<file path="src/rtl/io_timer.sv">
// io_timer: DMG-style DIV/TIMA/TMA/TAC timer block on a byte-wide CPU bus.
// DIV exposes the upper byte of a free-running 16-bit counter. TIMA counts
// falling edges of (TAC enable AND selected counter tap). Because the edge
// detector looks at the post-write tap, a DIV write or TAC change that drops
// the tap also produces a TIMA increment. TIMA overflow reloads from TMA and
// raises a one-cycle interrupt pulse.
module io_timer #(
    parameter logic [15:0] P_BASE = 16'hFF04
) (
    input  logic        iClock,
    input  logic        iReset,
    input  logic [15:0] iAddr,
    input  logic [7:0]  iData,
    input  logic        iWe,
    output logic [7:0]  oData,
    output logic        oSelected,
    output logic        oTimerIrq
);

    // Pick the divider bit that feeds the TIMA edge detector for a TAC rate code.
    function automatic logic tap_bit(input logic [15:0] cnt, input logic [1:0] rate);
        logic bit_v;
        case (rate)
            2'b00:   bit_v = cnt[9];
            2'b01:   bit_v = cnt[3];
            2'b10:   bit_v = cnt[5];
            2'b11:   bit_v = cnt[7];
            default: bit_v = 1'b0;
        endcase
        return bit_v;
    endfunction

    logic [15:0] div_cnt_q, div_cnt_d;
    logic [7:0]  tima_q, tima_d;
    logic [7:0]  tma_q, tma_d;
    logic [2:0]  tac_q, tac_d;
    logic        tick_q, tick_d;
    logic        irq_q, irq_d;

    logic [15:0] offset_s;
    logic        sel_s;
    logic        wr_div_s, wr_tima_s, wr_tma_s, wr_tac_s;
    logic        fall_s;

    // Address decode; offset arithmetic keeps the window correct even if it wraps.
    always_comb begin
        offset_s  = iAddr - P_BASE;
        sel_s     = (offset_s[15:2] == 14'd0);
        wr_div_s  = iWe && sel_s && (offset_s[1:0] == 2'd0);
        wr_tima_s = iWe && sel_s && (offset_s[1:0] == 2'd1);
        wr_tma_s  = iWe && sel_s && (offset_s[1:0] == 2'd2);
        wr_tac_s  = iWe && sel_s && (offset_s[1:0] == 2'd3);
    end

    // Next-state for divider, control registers, tick edge detector and TIMA.
    always_comb begin
        if (wr_div_s) begin
            div_cnt_d = 16'h0000;
        end else begin
            div_cnt_d = div_cnt_q + 16'h0001;
        end

        if (wr_tac_s) begin
            tac_d = iData[2:0];
        end else begin
            tac_d = tac_q;
        end

        if (wr_tma_s) begin
            tma_d = iData;
        end else begin
            tma_d = tma_q;
        end

        // Tick uses the post-write divider and TAC so write-induced drops count.
        tick_d = tac_d[2] & tap_bit(div_cnt_d, tac_d[1:0]);
        fall_s = tick_q & ~tick_d;

        irq_d  = 1'b0;
        if (wr_tima_s) begin
            tima_d = iData;
        end else if (fall_s) begin
            if (tima_q == 8'hFF) begin
                // Reload picks up a TMA value written in this same cycle.
                tima_d = tma_d;
                irq_d  = 1'b1;
            end else begin
                tima_d = tima_q + 8'h01;
            end
        end else begin
            tima_d = tima_q;
        end
    end

    // State registers with asynchronous reset.
    always_ff @(posedge iClock or posedge iReset) begin
        if (iReset) begin
            div_cnt_q <= 16'h0000;
            tima_q    <= 8'h00;
            tma_q     <= 8'h00;
            tac_q     <= 3'b000;
            tick_q    <= 1'b0;
            irq_q     <= 1'b0;
        end else begin
            div_cnt_q <= div_cnt_d;
            tima_q    <= tima_d;
            tma_q     <= tma_d;
            tac_q     <= tac_d;
            tick_q    <= tick_d;
            irq_q     <= irq_d;
        end
    end

    // Combinational read mux; no register changes on read.
    always_comb begin
        oSelected = sel_s;
        if (sel_s) begin
            case (offset_s[1:0])
                2'd0:    oData = div_cnt_q[15:8];
                2'd1:    oData = tima_q;
                2'd2:    oData = tma_q;
                2'd3:    oData = {5'b11111, tac_q};
                default: oData = 8'h00;
            endcase
        end else begin
            oData = 8'h00;
        end
    end

    assign oTimerIrq = irq_q;

endmodule

</file>
<file path="config.mk">
export PLATFORM = sky130hd
export DESIGN_NAME = io_timer
export DESIGN_NICKNAME = d
export VERILOG_FILES = /design/src/rtl/io_timer.sv
export SDC_FILE = /design/constraint.sdc
export NUM_CORES = 1
export LEC_CHECK = 0
export CAP_MARGIN = 25
export CORE_MARGIN = 2
export CORE_UTILIZATION = 48
export DETAILED_ROUTE_END_ITERATION = 10
export GPL_ROUTABILITY_DRIVEN = 1
export PLACE_DENSITY = 0.87
export SYNTH_ARGS = -nofsm -noshare
export SYNTH_HDL_FRONTEND = slang
export SYNTH_SLANG_ARGS = --single-unit
</file>
<file path="constraint.sdc">
create_clock -name iClock -period 2.2 [get_ports iClock]
set_input_delay 0.22 -clock iClock [delete_from_list [all_inputs] [get_ports iClock]]
set_output_delay 0.22 -clock iClock [all_outputs]
set_load 0.01 [all_outputs]
</file>
Yosys cells after proc, flatten, opt, wreduce, memory -nomap -nowiden

Index checks and enable logic that the tools add are counted.

Output and inout port bits: 10
Word-level logic and storage cells: 40
Input bits: 27
Register bits: 37

Equal/unequal tests: 7
Muxes and demuxes: 12
$add $sub $neg: 3
Bitwise gates (word level): 3
Reductions and logical operators: 9

Operator list:

| kind                     | count |
|---|---|
| $mux W8                  | 5 |
| $pmux W8 S4              | 1 |
| $add A16 B1 Y16 const B  | 1 |
| $mux W16                 | 1 |
| $sub A16 B16 Y16 const B | 1 |
| $logic_not A14 Y1        | 1 |
| $add A8 B1 Y8 const B    | 1 |
| $eq A2 B2 Y1 const B     | 4 |
| $eq A8 B8 Y1 const B     | 1 |
| $logic_and A1 B1 Y1      | 5 |
| $eq A2 B1 Y1 const B     | 2 |
| $logic_not A2 Y1         | 2 |
| $pmux W1 S4              | 1 |
| $mux W1                  | 3 |
| $mux W3                  | 1 |
| $and A1 B1 Y1            | 2 |
| $reduce_bool A2 Y1       | 1 |
| $not A1 Y1               | 1 |

Longest topological paths before layout

Word-level depth: 12
Depth in mapped cells: 11
Gate-level depth less buffers: 9

Worst setup path before layout

Ideal clock, no wire load.

Kind: input -> register
Start point: in iAddr[3]
End point: reg tima_q[6]
Path buffers: 1
Arrival time: 2601 ps
Setup slack: -536 ps
Cell stages on the path: 8
Path through: or4b_1 -> or4_4 -> buf_6 -> nor3_4 -> mux2_2 -> a211o_1 -> mux2i_1 -> o31ai_1

Elaborated cells on any way between the ends: 22
Those cells by class: 1 x add/sub; 3 x eq/ne; 7 x mux; 3 x bitwise; 8 x reduce/logical

RTL lines:

| what                              | RTL line | source |
|---|---|---|
| start: declaration                | 12       | `input logic [15:0] iAddr,` |
| $sub A16 B16 Y16                  | 47       | `offset_s = iAddr - P_BASE;` |
| $logic_not A14 Y1                 | 48       | `sel_s = (offset_s[15:2] == 14'd0);` |
| $logic_and A1 B1 Y1 (2 in series) | 51       | `wr_tma_s = iWe && sel_s && (offset_s[1:0] == 2'd2);` |
| $mux W8                           | 69       | `if (wr_tma_s) begin` |
| net tma_d[6]                      | 35       | `logic [7:0] tma_q, tma_d;` |
| $mux W8                           | 83       | `if (tima_q == 8'hFF) begin` |
| $mux W8                           | 82       | `end else if (fall_s) begin` |
| $mux W8                           | 80       | `if (wr_tima_s) begin` |
| end signal: assignment            | 106      | `tima_q <= tima_d;` |
| end: declaration                  | 34       | `logic [7:0] tima_q, tima_d;` |

The timed path passes the listed nets, and every way through them passes these cells. The select of a mux whose other input is x is not followed.
A chain may end at the register's enable or synchronous reset.

Final worst setup path

Start point: reg div_cnt_q[3]
End point: reg tima_q[0]

Cells in the longest elaborated chain, start to end: 7

Ends and longest elaborated chain:

| what                         | RTL line | source |
|---|---|---|
| start: declaration           | 33       | `logic [15:0] div_cnt_q, div_cnt_d;` |
| start signal: assignment     | 105      | `div_cnt_q <= div_cnt_d;` |
| $add A16 B1 Y16              | 60       | `div_cnt_d = div_cnt_q + 16'h0001;` |
| $mux W16                     | 57       | `if (wr_div_s) begin` |
| $pmux W1 S4                  | 23       | `case (rate)` |
| $and A1 B1 Y1                | 76       | `tick_d = tac_d[2] & tap_bit(div_cnt_d, tac_d[1:0]);` |
| net tick_d                   | 37       | `logic tick_q, tick_d;` |
| $not A1 Y1                   | 77       | `fall_s = tick_q & ~tick_d;` |
| $and A1 B1 Y1                | 77       |  |
| $reduce_bool A2 Y1 (no line) | --       |  |

The timed path passes the listed nets, and every way through them passes these cells.

==> results list <==
- The slowest stage of the critical path is the or3_4 cell.
- Of the available clock period, the critical path in the final layout requires 112%.
- Global-route total usage across every layer: 30.8%
- 0 antenna diodes ended up in the layout.
- Using the TritonRoute via totals, the vias-per-cell ratio works out to 6.48.
- The netlist uses 54 different library cells.
- Number of optimization iterations in the first detailed-route pass: 5
- The die is 73.1 um tall.
- Nets: 378
- Arrival time of data at the critical path endpoint: 2.64 ns
- On the worst path, the slowest cell contributes a delay of 0.44 ns.
* Headroom to the max-slew limit: 66.8%
- In the synthesized netlist the async set-or-reset flop fraction comes to 100%.
- In this run, CTS created clock tree buffers numbering 5.
* Largest net degree at the start of global routing: 38
- Worst setup skew after layout: 0.00480 ns
- The via count of the first global-routing pass came to 2536.
- The run finished, with violations left.
- The floorplan step set the die width to 73.1 um.
- Number of cell instances on the worst register-to-register path: 10
* TritonCTS clock tree: yes
* Slew at the pin with the worst max-slew slack: 0.498 ns
- The worst setup path is captured at a flip-flop.
- The number of antenna violations at the first check in global routing is 0.
- Number of cells on the critical path: 10
- YS warnings: 0
- For this block, the via count after detailed routing is 2613.
- Across all hold checks on the routed design, the worst slack comes to 0.352 ns.
* Setup repair after global routing missed its margin: yes
- Power spread over the standard cell area amounts to 436 nW/um^2.
* Final Max Slew Viols: 0
- After layout, the worst setup slack is -0.262 ns.
* Failing checks: setup timing
- Area growth from synthesis to final layout: 55.7%
* Global-route congestion overflow total: 0
- Clock period minus worst slack: 2.46 ns
- Clock sinks: 37
- Routed wire length per instance: 21.2 um
- Number of DRC markers in iteration 0: 309
* Most area-consuming cells after synthesis: dfrtp_1 (40%), mux2_2 (6.9%), nor2_1 (5.1%), nand3_1 (3.5%), xor2_1 (3.4%)
* Worst-path clk slew: 0.07 ns
* Latest clock arrival within the worst-skew pair: 0.29 ns
* Cells after synthesis: 244
- Hpwl dp: 4810 um
* Critical path buffers and inverters: 3
- The synthesized design contains 37 register bits.
- The tree is rooted in a clkbuf_8.
- For this run, design rule violations remaining after detail routing come to 0.
- Number of max-cap violations: 0
* Clock buffer depth: 2
* Yosys top cell by area: dfrtp_1
- Final weighted congestion in routability-driven placement: 0.863
* Fraction of final layout cells sized beyond drive strength 1: 40.4%
- Critical path launch point type: flip-flop
* Cell type group with the largest total delay on the critical path: simple AND/OR/NAND/NOR gates
- Post-route setup TNS: -1.93 ns
* Sequential-to-total area share from yosys stat: 40.3%
* Die area: 5350 um^2
- The synthesized design devotes to its leading area cell type 40.3% of total area.
- Maximum net fanout on the critical path: 6
- Port Buffer Count: 36
- Highest clock rate: 0.406 GHz
- Summed over all layers, the routed wires come to 8550 um.
* Worst-case setup slack after placement: -0.845 ns
- Once the floorplan was initialized, standard cells occupied 49.2% of the core.
- Final hold vios: 0
* Setup Viol. Count Final: 9
- Max H-tree Level: 2
- Dominant synthesized flop cell: dfrtp_1
- Across the VDD grid, the largest voltage drop is 0.000334 V.
- For this design the static power due to leakage is 1.60 nW.
- Traced cell by cell, the critical path runs through nand4_1, buf_4, o31a_1, a2111oi_4, buf_4, nor4_4, or3_4, inv_6, mux2i_2, nor3_1.
- ANT nets after route: 0
* Net count after synthesis: 273
- The floorplan has 25 rows.
* Type of the tightest min-delay check: in2async
* Wire length of the first global-routing pass: 12500 um
- The critical path is of the reg2reg type.
* Most repeated library cell on the critical path: buf_4
- A synthesized cell averages 9.40 um^2.
* Netlist Area Pre-Place: 2290 um^2
- IO Count: 37
* Total core area: 4660 um^2
* Required arrival time at the worst endpoint: 2.37 ns
- Number of enable flip-flop cells after synthesis: 0
==> metrics by stage <==
stage	power, W	area, um^2	std cells	util, %
6_report	0.00156	3570	403	76.6
2_1_floorplan	0.000820	2300	244	-
3_3_place_gp	0.000971	3070	378	65.9
5_1_grt	0.00160	3570	403	76.6
4_1_cts	0.00150	3430	398	73.5
3_5_place_dp	0.000980	3070	378	65.9
==> state kept, by name, summed over array words and instances (netlist names) <==
register and cells:
div_cnt_q 16, oTimerIrq 1, tac_q 3, tick_q 1
tima_q 8, tma_q 8
==> synth_stat cells, types with 4 or more instances <==
library cell   n
or3_1          4
nor4_1         5
nand4_1        6
dfrtp_1       37
clkbuf_1       5
a21oi_1        8
xor2_1         9
o22ai_1        6
mux2_2        14
nor3_1         9
o21ai_0        6
nand3_1       16
nand2_1       16
nor2_1        31
and2_1         5
inv_1          6
nand2b_1      10
==> timing repair <==
item / CTS / global route
setup buffers: 12 / 5
gates cloned: 1 / 0
hold buffers: 0 / 0
pin swaps: 20 / 19
resized for setup: 70 / 35
setup endpoints to repair: 31 / 18
==> cells in the final DEF, fill, tap and decap left out, types with 4 or more instances in the layout <==
master,count
a21oi_1,6
clkbuf_8,6
dlymetal6s2s_1,9
nand3_1,13
xor2_1,8
mux2_2,10
buf_6,11
nand4_1,6
o21ai_0,4
nand2_1,15
inv_1,5
nand2b_1,9
buf_2,6
buf_4,57
o22ai_1,6
dfrtp_1,35
mux2_4,5
clkdlybuf4s50_1,14
nor2_1,31
nor3_1,8
==> kinds of logic (layout without fill, tap and decap cells) <==
family / count (synthesis) / count (layout) / synth area share, %
AOI/OAI and AO/OA: 44 / 44 / 13.6
xor gates and xnor gates: 12 / 12 / 4.58
adders and majority gates: 2 / 2 / 1.09
buffers and inverters: 15 / 119 / 3.22
DFF: 37 / 37 / 40.3
muxes: 21 / 21 / 11.8
and+or+nand+nor: 113 / 114 / 25.4
==> cell type report <==
class / count / area (um^2)
fillers: 255 / 1090
inverters: 7 / 31.3
clock buffers: 7 / 86.3
well taps: 54 / 67.6
multi-input cells: 193 / 1520
repair buffers: 105 / 936
flip-flops and latches: 37 / 928
==> final timing paths <==
path	start	endpoint	slack, ns
max	div_cnt_q[3]$_DFF_PP0_	tima_q[0]$_DFFE_PP0P_	-0.26
min	iReset	div_cnt_q[5]$_DFF_PP0_	0.35
max reg2reg	div_cnt_q[3]$_DFF_PP0_	tima_q[0]$_DFFE_PP0P_	-0.26
min reg2reg	div_cnt_q[15]$_DFF_PP0_	div_cnt_q[15]$_DFF_PP0_	0.55
max in group asynchronous	iReset	div_cnt_q[0]$_DFF_PP0_	1.48
min in group iClock	div_cnt_q[15]$_DFF_PP0_	div_cnt_q[15]$_DFF_PP0_	0.55
==> worst register-to-register path, cell delays in order, from the launching register on <==
cell	delay (ns)
dfrtp_1	0.38
nand4_1	0.20
buf_4	0.20
o31a_1	0.33
a2111oi_4	0.21
buf_4	0.18
nor4_4	0.04
or3_4	0.44
inv_6	0.11
mux2i_2	0.21
nor3_1	0.06
==> power by group <==
group / total [W] / switching, W / internal (W)
clock: 0.000486 / 0.000237 / 0.000249
combinational: 0.000359 / 0.000169 / 0.000190
sequential: 0.000712 / 0.0000135 / 0.000699
==> layer usage <==
metal | global-route usage (%) | vias up | wire length [um]
met4 | 13.6 | 0 | 433
met3 | 6.35 | 50 | 677
met1 | 38.6 | 1246 | 3240
met2 | 51.3 | 204 | 4200
met5 | 0 | - | 0
li1 | - | 1113 | -
No activity file was read; power rests on OpenSTA's default activity.
